==> config.mk <==
export PLATFORM = sky130hd
export DESIGN_NAME = fprint_bus_arbiter_flat
export DESIGN_NICKNAME = d
export VERILOG_FILES = /design/src/rtl/fprint_bus_arbiter_if.sv /design/src/rtl/fprint_bus_arbiter.sv /design/src/flat_wrapper.sv
export SDC_FILE = /design/constraint.sdc
export NUM_CORES = 1
export LEC_CHECK = 0
export BUFFER_PORTS_ARGS = -buffer_cell sky130_fd_sc_hd__clkbuf_2
export CAP_MARGIN = 40
export CORE_MARGIN = 10
export CORE_UTILIZATION = 45
export CTS_BUF_LIST = sky130_fd_sc_hd__clkbuf_16
export CTS_CLUSTER_DIAMETER = 200
export CTS_CLUSTER_SIZE = 16
export DETAILED_ROUTE_END_ITERATION = 8
export HOLD_SLACK_MARGIN = 0.06
export PLACE_DENSITY = 0.9
export SLEW_MARGIN = 20
export SYNTH_ARGS = -nofsm -noshare
export SYNTH_HDL_FRONTEND = slang
export SYNTH_SLANG_ARGS = --single-unit
==> constraint.sdc <==
create_clock -name clk -period 10.6 [get_ports clk]
set_input_delay 2.12 -clock clk [delete_from_list [all_inputs] [get_ports clk]]
set_output_delay 2.12 -clock clk [all_outputs]
set_load 0.02 [all_outputs]
==> src/rtl/fprint_bus_arbiter_if.sv <==
`default_nettype none
// +----------------------------------------------------------------------------+
// | Module      : fprint_bus_arbiter_if                                        |
// | Description : Requester-side and comparator-side signal bundle of the      |
// |               fingerprint write-port arbiter. The arbiter connects through |
// |               the master modport; the surrounding cores and the            |
// |               comparator connect through the slave modport.                |
// | Revision    : 1.0 - initial release                                        |
// +----------------------------------------------------------------------------+
interface fprint_bus_arbiter_if #(
    parameter int NUM_REQ    = 4,
    parameter int DATA_WIDTH = 32
);
    // Requester side: one write channel per physical core
    logic [NUM_REQ-1:0]            req_write;
    logic [4*NUM_REQ-1:0]          req_offset;
    logic [DATA_WIDTH*NUM_REQ-1:0] req_writedata;
    logic [NUM_REQ-1:0]            req_waitrequest;

    // Comparator side: the single shared write port
    logic [7:0]                    fprint_address;
    logic                          fprint_write;
    logic [DATA_WIDTH-1:0]         fprint_writedata;
    logic                          fprint_waitrequest;

    // Status
    logic                          arb_busy;
    logic [3:0]                    arb_grant_idx;

    modport master (
        input  req_write, req_offset, req_writedata, fprint_waitrequest,
        output req_waitrequest, fprint_address, fprint_write, fprint_writedata,
        output arb_busy, arb_grant_idx
    );

    modport slave (
        output req_write, req_offset, req_writedata, fprint_waitrequest,
        input  req_waitrequest, fprint_address, fprint_write, fprint_writedata,
        input  arb_busy, arb_grant_idx
    );
endinterface
`default_nettype wire

==> src/rtl/fprint_bus_arbiter.sv <==
`default_nettype none
// +----------------------------------------------------------------------------+
// | Module      : fprint_bus_arbiter                                           |
// | Description : Round-robin arbiter sharing one fingerprint comparator write |
// |               port between NUM_REQ core fingerprint units. The granted     |
// |               index is inserted as core id in address[7:4].                |
// |               Optional macro FPRINT_ARB_BLOCK_LOCK_EN keeps the port       |
// |               locked to one core between the two CRC halves.               |
// | Revision    : 1.0 - initial release                                        |
// +----------------------------------------------------------------------------+
module fprint_bus_arbiter #(
    parameter int         NUM_REQ    = 4,     // 2..16 requesters
    parameter int         DATA_WIDTH = 32,    // must be >= 6 (bit 5 marks CRC half)
    parameter logic [3:0] CRC_OFFSET = 4'h4
) (
    input  wire logic            clk,
    input  wire logic            reset_n,
    fprint_bus_arbiter_if.master bus
);

`ifdef FPRINT_ARB_BLOCK_LOCK_EN
    localparam bit LOCK_EN = 1'b1;
`else
    localparam bit LOCK_EN = 1'b0;
`endif

    typedef enum logic [1:0] {
        S_IDLE  = 2'd0,
        S_ISSUE = 2'd1,
        S_DONE  = 2'd2
    } state_t;

    state_t              r_state;
    logic [3:0]          r_rr;          // index of the last completed (unlocked) grant
    logic                r_lock;
    logic [3:0]          r_lock_idx;

    logic [15:0]         w_req16;       // requests zero-extended to the full 4-bit id space
    logic [15:0]         w_elig;
    logic [4:0]          w_cand;
    logic                w_found;
    logic [3:0]          w_win;
    logic [3:0]          w_sel_offset;
    logic [DATA_WIDTH-1:0] w_sel_data;
    logic [NUM_REQ-1:0]  w_done_mask;
    logic                w_is_crc;
    logic                w_lock_set;
    logic                w_lock_clr;

    assign w_req16 = 16'(bus.req_write);

    // While locked only the owner of the open fingerprint may win
    always_comb begin
        w_elig = w_req16;
        if (r_lock) begin
            w_elig = w_req16 & (16'd1 << r_lock_idx);
        end
    end

    // Round-robin search starting just after the last granted index, with wrap
    always_comb begin
        w_found = 1'b0;
        w_win   = '0;
        w_cand  = '0;
        for (int k = 1; k <= NUM_REQ; k++) begin
            w_cand = {1'b0, r_rr} + 5'(k);
            if (w_cand >= 5'(NUM_REQ)) begin
                w_cand = w_cand - 5'(NUM_REQ);
            end
            if (!w_found && w_elig[w_cand[3:0]]) begin
                w_found = 1'b1;
                w_win   = w_cand[3:0];
            end
        end
    end

    // Mux the winner's offset and data out of the flattened request buses
    always_comb begin
        w_sel_offset = '0;
        w_sel_data   = '0;
        for (int i = 0; i < NUM_REQ; i++) begin
            if (w_win == 4'(i)) begin
                w_sel_offset = bus.req_offset[4*i +: 4];
                w_sel_data   = bus.req_writedata[DATA_WIDTH*i +: DATA_WIDTH];
            end
        end
    end

    // Completion handshake drops only the waitrequest of the current grant
    always_comb begin
        w_done_mask = '1;
        for (int i = 0; i < NUM_REQ; i++) begin
            if (bus.arb_grant_idx == 4'(i)) begin
                w_done_mask[i] = 1'b0;
            end
        end
    end

    // Lock decisions look at the latched copy of the transfer being completed
    assign w_is_crc   = (bus.fprint_address[3:0] == CRC_OFFSET);
    assign w_lock_set = LOCK_EN && !r_lock && w_is_crc && !bus.fprint_writedata[5];
    assign w_lock_clr = LOCK_EN &&  r_lock && (bus.fprint_writedata[5] || !w_is_crc);

    // Arbiter FSM with all outputs registered
    always_ff @(posedge clk or negedge reset_n) begin
        if (!reset_n) begin
            r_state              <= S_IDLE;
            r_rr                 <= 4'(NUM_REQ - 1);
            r_lock               <= 1'b0;
            r_lock_idx           <= '0;
            bus.req_waitrequest  <= '1;
            bus.fprint_write     <= 1'b0;
            bus.fprint_address   <= '0;
            bus.fprint_writedata <= '0;
            bus.arb_busy         <= 1'b0;
            bus.arb_grant_idx    <= '0;
        end else begin
            case (r_state)
                S_IDLE: begin
                    if (w_found) begin
                        bus.arb_grant_idx    <= w_win;
                        bus.fprint_address   <= {w_win, w_sel_offset};
                        bus.fprint_writedata <= w_sel_data;
                        bus.fprint_write     <= 1'b1;
                        bus.arb_busy         <= 1'b1;
                        r_state              <= S_ISSUE;
                    end
                end
                S_ISSUE: begin
                    if (!bus.fprint_waitrequest) begin
                        bus.fprint_write    <= 1'b0;
                        bus.req_waitrequest <= w_done_mask;
                        r_state             <= S_DONE;
                        // The pointer is frozen while a fingerprint pair is open
                        if (w_lock_set) begin
                            r_lock     <= 1'b1;
                            r_lock_idx <= bus.arb_grant_idx;
                        end else if (w_lock_clr) begin
                            r_lock     <= 1'b0;
                            r_rr       <= bus.arb_grant_idx;
                        end else if (!r_lock) begin
                            r_rr       <= bus.arb_grant_idx;
                        end
                    end
                end
                S_DONE: begin
                    bus.req_waitrequest <= '1;
                    bus.arb_busy        <= 1'b0;
                    r_state             <= S_IDLE;
                end
                default: begin
                    r_state <= S_IDLE;
                end
            endcase
        end
    end

endmodule
`default_nettype wire

==> src/flat_wrapper.sv <==
// flat-port wrapper written by rule: the top's interface ports become plain ports
module fprint_bus_arbiter_flat 
#(
    parameter int         NUM_REQ    = 4,                        
    parameter int         DATA_WIDTH = 32,                                          
    parameter logic [3:0] CRC_OFFSET = 4'h4
)
  (clk, reset_n, bus_req_write, bus_req_offset, bus_req_writedata, bus_fprint_waitrequest, bus_req_waitrequest, bus_fprint_address, bus_fprint_write, bus_fprint_writedata, bus_arb_busy, bus_arb_grant_idx);
  fprint_bus_arbiter_if #(.NUM_REQ(NUM_REQ), .DATA_WIDTH(DATA_WIDTH)) bus_i ();
  input  wire logic clk;
  input  wire logic reset_n;
  input wire logic [$bits(bus_i.req_write)-1:0] bus_req_write;
  input wire logic [$bits(bus_i.req_offset)-1:0] bus_req_offset;
  input wire logic [$bits(bus_i.req_writedata)-1:0] bus_req_writedata;
  input wire logic [$bits(bus_i.fprint_waitrequest)-1:0] bus_fprint_waitrequest;
  output wire logic [$bits(bus_i.req_waitrequest)-1:0] bus_req_waitrequest;
  output wire logic [$bits(bus_i.fprint_address)-1:0] bus_fprint_address;
  output wire logic [$bits(bus_i.fprint_write)-1:0] bus_fprint_write;
  output wire logic [$bits(bus_i.fprint_writedata)-1:0] bus_fprint_writedata;
  output wire logic [$bits(bus_i.arb_busy)-1:0] bus_arb_busy;
  output wire logic [$bits(bus_i.arb_grant_idx)-1:0] bus_arb_grant_idx;
  assign bus_i.req_write = bus_req_write;
  assign bus_i.req_offset = bus_req_offset;
  assign bus_i.req_writedata = bus_req_writedata;
  assign bus_i.fprint_waitrequest = bus_fprint_waitrequest;
  assign bus_req_waitrequest = bus_i.req_waitrequest;
  assign bus_fprint_address = bus_i.fprint_address;
  assign bus_fprint_write = bus_i.fprint_write;
  assign bus_fprint_writedata = bus_i.fprint_writedata;
  assign bus_arb_busy = bus_i.arb_busy;
  assign bus_arb_grant_idx = bus_i.arb_grant_idx;
  fprint_bus_arbiter #(.NUM_REQ(NUM_REQ), .DATA_WIDTH(DATA_WIDTH), .CRC_OFFSET(CRC_OFFSET)) u_core (.clk(clk), .reset_n(reset_n), .bus(bus_i));
endmodule
==> run summary, run 1 <==
status: finished, final reports clean
number of warnings printed during yosys synthesis: 0
path category of the worst min-delay check: reg -> reg
Filler Cell Count: 711
Cell Area, Placed: 0.004868 mm²
Setup Slack @ Placement: 5.889 ns
postcts setup bufs: 0
# rows: 33
gr usage total: 19.73%
max-slew violations: 0
library cell contributing the largest single delay on the critical path: buf_4
area occupied by multi-input gates: 0.002326 mm²
fin crit share: 41.85%
top cells by instance count after synthesis: mux2i_1, dfrtp_1, nor2_1
Mean Syn Cell Area: 10.44 µm²
number of buffers created by CTS: 5
number of global-route vias before repair: 4,018
port bufs: 200
Reg clk slew, reported paths: 0.08 ns
most instantiated flip-flop cell in the synthesis netlist: dfrtp_1
CP Buf/Inv Count: 3
Post-Route WL: 13,360 µm
count of H-tree levels built during CTS: 2
Fmax: 0.2254 GHz
Finished Cell Area: 0.005015 mm²
Async SR Flop Fraction: 100.0%
clock tree from TritonCTS: yes
top cells by area in the synthesized netlist: dfrtp_1, mux2i_1, a221oi_2, ha_1, dfstp_2
min setup slack post-route: 6.163 ns
max-cap viol count: 0
Setup Skew: 0.008315 ns
area fraction of the dominant cell type after synthesis: 29.57%
remaining global-route overflow: 0
Data arrival, critical path: 4.63 ns
residual antenna-violating net count after detailed routing: 0
cell type with the largest total area after synthesis: dfrtp_1
# clock sinks: 52
number of antenna violations at the first check in global routing: 1
total power per unit cell area: 435.1 mW/mm²
detailed router's first-iteration violation count: 182
worst hold margin: 0.4857 ns
CP startpoint kind: input port
nature of the critical path endpoint: flip-flop
Max FO, Critical Path: 45
Post-Route Utilization: 60.43%
Clk Latency, worst-skew pair: 0.29 ns
endpoints failing setup: 0
critical-path cell list: clkbuf_2 -> mux2_2 -> a21oi_1 -> or2_2 -> o2bb2ai_1 -> a22o_4 -> buf_4 -> buf_16 -> mux2i_1 -> a221oi_2
Placed Cells incl. Taps: 656
post-synthesis cell count: 373
count of unresolved DRC violations after routing: 0
crit-path max cell delay: 0.39 ns
Die X-Extent: 113.0 µm
summed negative setup slack over all endpoints: 0 ns
Routability Congestion: 0.8922
relative slew slack: 55.61%
global-route wire length before repair: 20,910 µm
final net count: 723
minimum clock period after layout: 4.437 ns
actual transition at the worst max-transition pin: 0.6659 ns
post_cts resized: 0
DPL Wire Length: 10,840 µm
number of diodes: 0
setup slack, reg-to-reg: 6.37 ns
Final Power: 2.182 mW
count leader, synth: mux2i_1
setup repair after global routing missed its margin: false
sequential standard cell area: 0.001309 mm²
maximum number of pins on one net before global-route repair: 53
Std-Cell Core Area: 0.008299 mm²
Die Y-Extent: 113.0 µm
# IOs: 201
layout cells sized above 1: 46.33%
post-synthesis to final-layout area growth: 28.83%
detailed-routing iteration count for the pre-antenna-repair pass: 5
post-synthesis register bit count: 52
initial core utilization: 46.90%
number of nets produced by synthesis: 538
static leakage power: 2.596 nW
share of synthesized area occupied by flip-flops and latches: 33.62%
Required @ worst endpoint: 10.79 ns
count of flip-flops with a built-in enable after synthesis: 0
category of the critical setup timing path: in -> reg
post-synth cell types: 58
Mapped Area: 0.003892 mm²
Final Instance Count excl. Fillers: 664
worst-case vdd ir drop: 0.0002628 V
detailed-route wire length per cell: 20.12 µm
number of failing hold endpoints at the final stage: 0
top cell family by delay on the critical path: compound AO/OA/AOI/OAI gates
number of buffers between clock root and the deepest sink: 2
cell at the root of the clock tree: clkbuf_16
die area: 0.01277 mm²
average vias per placed instance: 5.608
hold bufs inserted after CTS: 0
number of vias after detailed routing: 3,724
state kept, by name, indices dropped and copies added, names as in the netlist:
| signal | count |
|---|---|
| u_core.bus.arb_busy | 1 |
| u_core.bus.arb_grant_idx | 4 |
| u_core.bus.fprint_address | 4 |
| u_core.bus.fprint_write | 1 |
| u_core.bus.fprint_writedata | 32 |
| u_core.bus.req_waitrequest | 4 |
| u_core.r_rr | 4 |
| u_core.r_state | 2 |
worst paths after layout:
path	to	startpoint	depth (start not counted)
worst min register to register	u_core.bus.fprint_write$_DFFE_PN0P_	u_core.bus.fprint_write$_DFFE_PN0P_	2
worst max register to register	u_core.bus.fprint_writedata[31]$_DFFE_PN0P_	u_core.r_rr[0]$_DFFE_PN1P_	11
max in group asynchronous	u_core.bus.fprint_address[3]$_DFFE_PN0P_	reset_n	2
worst min-delay path	u_core.bus.fprint_write$_DFFE_PN0P_	u_core.bus.fprint_write$_DFFE_PN0P_	2
worst max-delay path	u_core.bus.fprint_writedata[31]$_DFFE_PN0P_	bus_req_write[0]	10
min in group asynchronous	u_core.bus.fprint_writedata[21]$_DFFE_PN0P_	reset_n	2
routing by layer:
| layer | routed length [µm] | up-vias | GRT usage, % |
|---|---|---|---|
| met4 | 276 | 0 | 5.668 |
| met3 | 846 | 26 | 4.966 |
| met1 | 5082 | 1782 | 22.67 |
| met5 | 0 | - | 0 |
| met2 | 7153 | 157 | 35.18 |
| li1 | - | 1759 | - |
tightest hold or removal path: stages, from the launching register on:
cell	delay, ns
dfrtp_1	0.35
nand2_1	0.05
nand2_1	0.05
cell usage in the layout, fill, tap and decap left out, drive strengths merged, types with 6 or more instances in the layout:
cell,n
a21oi,7
inv,10
mux2i,71
ha,14
dfstp,6
buf,6
nor2,41
clkbuf,205
o21ai,8
nand2,31
a221oi,27
dfrtp,46
o221ai,12
and2,10
cells by family (layout without fill, tap and decap cells):
| kind of cell | after synthesis | in the layout | share of synthesized area [%] |
|---|---|---|---|
| XOR/XNOR | 6 | 6 | 1.350 |
| buffers and inverters | 37 | 223 | 6.847 |
| multiplexers | 76 | 76 | 20.09 |
| adder cells (fa/ha/maj) | 14 | 14 | 4.500 |
| flip-flops | 52 | 52 | 33.62 |
| AND/OR/NAND/NOR | 107 | 107 | 13.02 |
| AO/OA/AOI/OAI | 81 | 81 | 20.57 |
power breakdown:
part,switching (mW),internal (mW),leakage (nW)
clock network,0.0787,0.0882,0.0702
registers,0.0779,0.310,0.596
logic,0.932,0.695,1.93
layout make-up:
type,count,area share [%]
Clock buffer,5,2.495
Clock inverter,3,0.4242
Inverter,9,0.7236
Multi-Input combinational cell,284,46.38
Sequential cell,52,26.10
Tap cell,105,2.620
Timing Repair Buffer,206,21.26
Power figures use the tool's default switching activity.
==> run 2, diff against run 1 <==
==> constraint.sdc (replaced) <==
create_clock -name clk -period 4.1 [get_ports clk]
set_input_delay 0.82 -clock clk [delete_from_list [all_inputs] [get_ports clk]]
set_output_delay 0.82 -clock clk [all_outputs]
set_load 0.02 [all_outputs]
==> run 2 against run 1 <==
  * Clock-buffer cell count stayed put
  * Wire length rose by 0.45%
  * Sequential power grew to 2.5 times the previous value
  * Sequential share of layout area down 0.058 points
  * Flip-flop and latch count stayed put
  * Final area grew 0.22%
  * Setup slack got worse by 5.8 ns
  * First-iteration DRC count increased by 9.9%
  * Non-clock buffer count is 3 higher
  * Critical path depth did not move
  * Worst hold slack improved by 0.0073 ns
==> run summary, run 2 (same netlist as run 1, synthesis figures left out) <==
Setup Skew: 0.007465 ns
CP Buf/Inv Count: 2
library cell contributing the largest single delay on the critical path: dfstp_2
max-slew violations: 0
number of failing hold endpoints at the final stage: 0
Std-Cell Core Area: 0.008299 mm²
Routability Congestion: 0.9587
number of buffers created by CTS: 5
Clk Latency, worst-skew pair: 0.29 ns
residual antenna-violating net count after detailed routing: 0
total power per unit cell area: 1121 mW/mm²
post-synthesis to final-layout area growth: 29.12%
status: finished, final reports clean
setup repair after global routing missed its margin: false
maximum number of pins on one net before global-route repair: 37
Data arrival, critical path: 3.87 ns
layout cells sized above 1: 46.44%
minimum clock period after layout: 3.687 ns
count of H-tree levels built during CTS: 2
clock tree from TritonCTS: yes
average vias per placed instance: 5.528
Die Y-Extent: 113.0 µm
post_cts resized: 0
Required @ worst endpoint: 4.28 ns
Die X-Extent: 113.0 µm
final net count: 726
# rows: 33
Reg clk slew, reported paths: 0.07 ns
hold bufs inserted after CTS: 0
CP startpoint kind: flip-flop
Max FO, Critical Path: 28
port bufs: 200
DPL Wire Length: 10,890 µm
remaining global-route overflow: 0
cell at the root of the clock tree: clkbuf_16
top cell family by delay on the critical path: compound AO/OA/AOI/OAI gates
number of vias after detailed routing: 3,687
area occupied by multi-input gates: 0.002326 mm²
detailed router's first-iteration violation count: 200
detailed-routing iteration count for the pre-antenna-repair pass: 5
nature of the critical path endpoint: flip-flop
worst-case vdd ir drop: 0.0006943 V
Post-Route WL: 13,420 µm
endpoints failing setup: 0
summed negative setup slack over all endpoints: 0 ns
# IOs: 201
# clock sinks: 52
highest-count cells in the layout ignoring fill and taps: clkbuf_2, mux2i_1, dfrtp_1, nor2_1, nand2_1
die area: 0.01277 mm²
count of unresolved DRC violations after routing: 0
largest register by flop count: u_core.bus.fprint_writedata
gr usage total: 19.63%
category of the critical setup timing path: reg -> reg
relative slew slack: 52.79%
number of global-route vias before repair: 4,025
fin crit share: 89.93%
global-route wire length before repair: 20,830 µm
detailed-route wire length per cell: 20.12 µm
postcts setup bufs: 0
number of antenna violations at the first check in global routing: 0
Post-Route Utilization: 60.56%
number of buffers between clock root and the deepest sink: 2
max FFs per register: 32
commonest non-fill, non-tap cell in the layout: clkbuf_2
static leakage power: 2.608 nW
actual transition at the worst max-transition pin: 0.7082 ns
Fmax: 0.2712 GHz
path category of the worst min-delay check: reg -> reg
Filler Cell Count: 686
max-cap viol count: 0
critical-path cell list: inv_1 -> ha_1 -> mux2_2 -> a21oi_1 -> or2_2 -> o2bb2ai_1 -> a22o_4 -> buf_12 -> mux2i_1 -> a221oi_1
crit-path max cell delay: 0.65 ns
sequential standard cell area: 0.001309 mm²
initial core utilization: 46.90%
number of diodes: 0
## run 2: through the flow
stage	power, mW	setup WS (ns)	hold WS (ns)	cells	instance area [µm²]
floorplan	4.518	0.5083	0.5184	373	3892
global placement	5.061	0.6227	0.4652	659	4883
detailed placement	5.218	0.4191	0.4677	659	4883
CTS	5.664	0.3959	0.4900	667	5026
global route	6.030	0.1896	0.5199	667	5026
finish	5.636	0.4127	0.4930	667	5026
## run 2: final timing paths
kind	startpoint	to	slack [ns]	cells after the start
max reg2reg	u_core.r_rr[1]$_DFFE_PN1P_	u_core.bus.fprint_address[0]$_DFFE_PN0P_	0.41	10
max in group asynchronous	reset_n	u_core.r_rr[0]$_DFFE_PN1P_	2.67	2
max	u_core.r_rr[1]$_DFFE_PN1P_	u_core.bus.fprint_address[0]$_DFFE_PN0P_	0.41	10
min	u_core.bus.fprint_write$_DFFE_PN0P_	u_core.bus.fprint_write$_DFFE_PN0P_	0.49	2
min in group asynchronous	reset_n	u_core.bus.fprint_writedata[12]$_DFFE_PN0P_	0.56	1
min reg2reg	u_core.bus.fprint_write$_DFFE_PN0P_	u_core.bus.fprint_write$_DFFE_PN0P_	0.49	2
## run 2: metal layers
metal / GRT usage [%] / wire length [µm] / share of wire (%)
met5: 0 / 0 / 0
met4: 5.076 / 250 / 1.9
met3: 5.071 / 841 / 6.3
met2: 35.10 / 7195 / 54
met1: 22.62 / 5132 / 38
## run 2: final cells by class
class	count	area share (%)
multi-input cells	284	46.28
clock buffers	5	2.489
well taps	105	2.614
clock inverters	3	0.3485
flip-flops and latches	52	26.04
repair buffers	209	21.51
inverters	9	0.7219
## run 2: report_power, final
| group | switching [mW] | leakage, nW | internal [mW] |
|---|---|---|---|
| clock network | 0.197 | 0.0716 | 0.226 |
| logic | 2.43 | 1.94 | 1.80 |
| registers | 0.176 | 0.596 | 0.802 |
## run 2: tightest hold or removal path, stage by stage (launching register included)
cell and delay (ns):
dfrtp_1 0.36, nand2_1 0.05, nand2_1 0.05
==> run 3, diff against run 2 <==
--- a/config.mk
+++ b/config.mk
@@ -7,7 +7,6 @@
 export LEC_CHECK = 0
 export BUFFER_PORTS_ARGS = -buffer_cell sky130_fd_sc_hd__clkbuf_2
 export CAP_MARGIN = 40
-export CORE_MARGIN = 10
 export CORE_UTILIZATION = 45
 export CTS_BUF_LIST = sky130_fd_sc_hd__clkbuf_16
 export CTS_CLUSTER_DIAMETER = 200
==> run 3 against run 2 <==
  * Utilization grew 0.38 points
  * Wire length fell by 16%
  * Sequential power grew 1%
  * Final cell count up 0.15%
  * Flip-flop and latch count is the same
  * First-iteration DRC count is 31% lower
  * Combinational power up 0.9%
  * Worst hold slack better by 0.010 ns
==> run summary, run 3 (same netlist as run 1, synthesis figures left out) <==
status: finished, final reports clean
Max FO, Critical Path: 33
number of antenna violations at the first check in global routing: 0
# IOs: 201
sequential share of power: 17.3%
total net switching power: 2.813 mW
gr usage total: 24.42%
die area: 0.009026 mm²
number of diodes: 0
detailed-routing iteration count for the pre-antenna-repair pass: 4
global-route wire length before repair: 17,060 µm
endpoints failing setup: 0
nature of the critical path endpoint: flip-flop
count of H-tree levels built during CTS: 2
number of failing hold endpoints at the final stage: 0
Required @ worst endpoint: 4.29 ns
post_cts resized: 0
final net count: 727
total power per unit cell area: 1129 mW/mm²
residual antenna-violating net count after detailed routing: 0
design internal power: 2.896 mW
Setup Skew: 0.01035 ns
# clock sinks: 52
static leakage power: 2.623 nW
Reg clk slew, reported paths: 0.08 ns
switching share of power: 49.27%
Die Y-Extent: 95.01 µm
max-slew violations: 0
max-cap viol count: 0
number of vias after detailed routing: 3,631
DPL Wire Length: 9018 µm
Post-Route WL: 11,340 µm
# rows: 33
fin crit share: 91.84%
combinational share of power: 74.7%
Routability Congestion: 0.8687
CP startpoint kind: flip-flop
setup repair after global routing missed its margin: false
category of the critical setup timing path: reg -> reg
port bufs: 200
number of buffers created by CTS: 5
worst hold margin: 0.5031 ns
layout cells sized above 1: 46.71%
Data arrival, critical path: 3.95 ns
average vias per placed instance: 5.436
actual transition at the worst max-transition pin: 0.6637 ns
number of buffers between clock root and the deepest sink: 2
cell at the root of the clock tree: clkbuf_16
portion of total power attributed to the clock network: 7.9%
max FFs per register: 32
relative slew slack: 55.76%
number of global-route vias before repair: 3,629
Clk Latency, worst-skew pair: 0.29 ns
commonest non-fill, non-tap cell in the layout: clkbuf_2
remaining global-route overflow: 0
worst-case vdd ir drop: 0.0006933 V
highest-count cells in the layout ignoring fill and taps: clkbuf_2, mux2i_1, dfrtp_1, nor2_1, nand2_1
hold bufs inserted after CTS: 0
Die X-Extent: 95.01 µm
maximum number of pins on one net before global-route repair: 34
count of unresolved DRC violations after routing: 0
initial core utilization: 46.90%
clock tree from TritonCTS: yes
postcts setup bufs: 0
post-synthesis to final-layout area growth: 29.93%
path category of the worst min-delay check: reg -> reg
minimum clock period after layout: 3.766 ns
detailed-route wire length per cell: 16.97 µm
largest register by flop count: u_core.bus.fprint_writedata
detailed router's first-iteration violation count: 139
summed negative setup slack over all endpoints: 0 ns
Std-Cell Core Area: 0.008299 mm²
Filler Cell Count: 689
Final Instance Count excl. Fillers: 668
Fmax: 0.2656 GHz
Placed Cells incl. Taps: 660
==> run 3: area by class of cell <==
type	count	area (µm²)	area share, %
sequential	52	1309	25.88
clock inverter	3	28.78	0.5690
clock buffer	5	125.1	2.474
inverter	9	36.28	0.7175
timing repair buffer	210	1101	21.77
multi-input combinational	284	2326	45.99
tap	105	131.4	2.598
==> run 3: final timing paths <==
check	startpoint	to	slack, ns	cells past startpoint
hold / removal	u_core.bus.fprint_write$_DFFE_PN0P_	u_core.bus.fprint_write$_DFFE_PN0P_	0.50	2
max in group asynchronous	reset_n	u_core.r_rr[1]$_DFFE_PN1P_	2.68	2
hold reg to reg	u_core.bus.fprint_write$_DFFE_PN0P_	u_core.bus.fprint_write$_DFFE_PN0P_	0.50	2
min in group asynchronous	reset_n	u_core.bus.fprint_writedata[16]$_DFFE_PN0P_	0.54	1
setup / recovery	u_core.r_rr[1]$_DFFE_PN1P_	u_core.bus.fprint_address[2]$_DFFE_PN0P_	0.33	10
setup reg to reg	u_core.r_rr[1]$_DFFE_PN1P_	u_core.bus.fprint_address[2]$_DFFE_PN0P_	0.33	10
==> run 3: metal layers <==
metal / vias up / wire, µm / track usage [%]
met5: - / 0 / 0
met4: 0 / 157 / 7.071
met3: 12 / 719 / 4.589
met2: 148 / 5737 / 42.03
met1: 1705 / 4723 / 30.99
li1: 1766 / - / -
==> run 3: critical path: stages (launching register included) <==
cell and delay [ns]:
dfstp_2 0.66, inv_1 0.18, ha_1 0.44, mux2_2 0.37, a21oi_1 0.34, or2_2 0.29, o2bb2ai_1 0.15, a22o_4 0.52
buf_12 0.27, mux2i_1 0.11, a221oi_1 0.32
==> run 3: per-stage QoR <==
stage | power [mW] | setup WS, ns | util [%] | instance area [µm²]
2_1_floorplan | 4.518 | 0.5083 | - | 3892
3_3_place_gp | 5.086 | 0.6215 | 59.08 | 4903
3_5_place_dp | 5.267 | 0.3857 | 59.08 | 4903
4_1_cts | 5.726 | 0.3694 | 60.94 | 5057
5_1_grt | 6.124 | 0.07528 | 60.94 | 5057
6_report | 5.709 | 0.3345 | 60.94 | 5057
==> run 3: power by group through the flow <==
stage / clock network [mW] / logic (mW) / registers [mW]
after CTS: 0.463 / 4.27 / 0.988
after detailed placement: 0 / 4.27 / 0.993
after global routing: 0.483 / 4.62 / 1.02
after floorplan: 0 / 3.31 / 1.21
final: 0.454 / 4.27 / 0.990
after global placement: 0 / 4.10 / 0.983
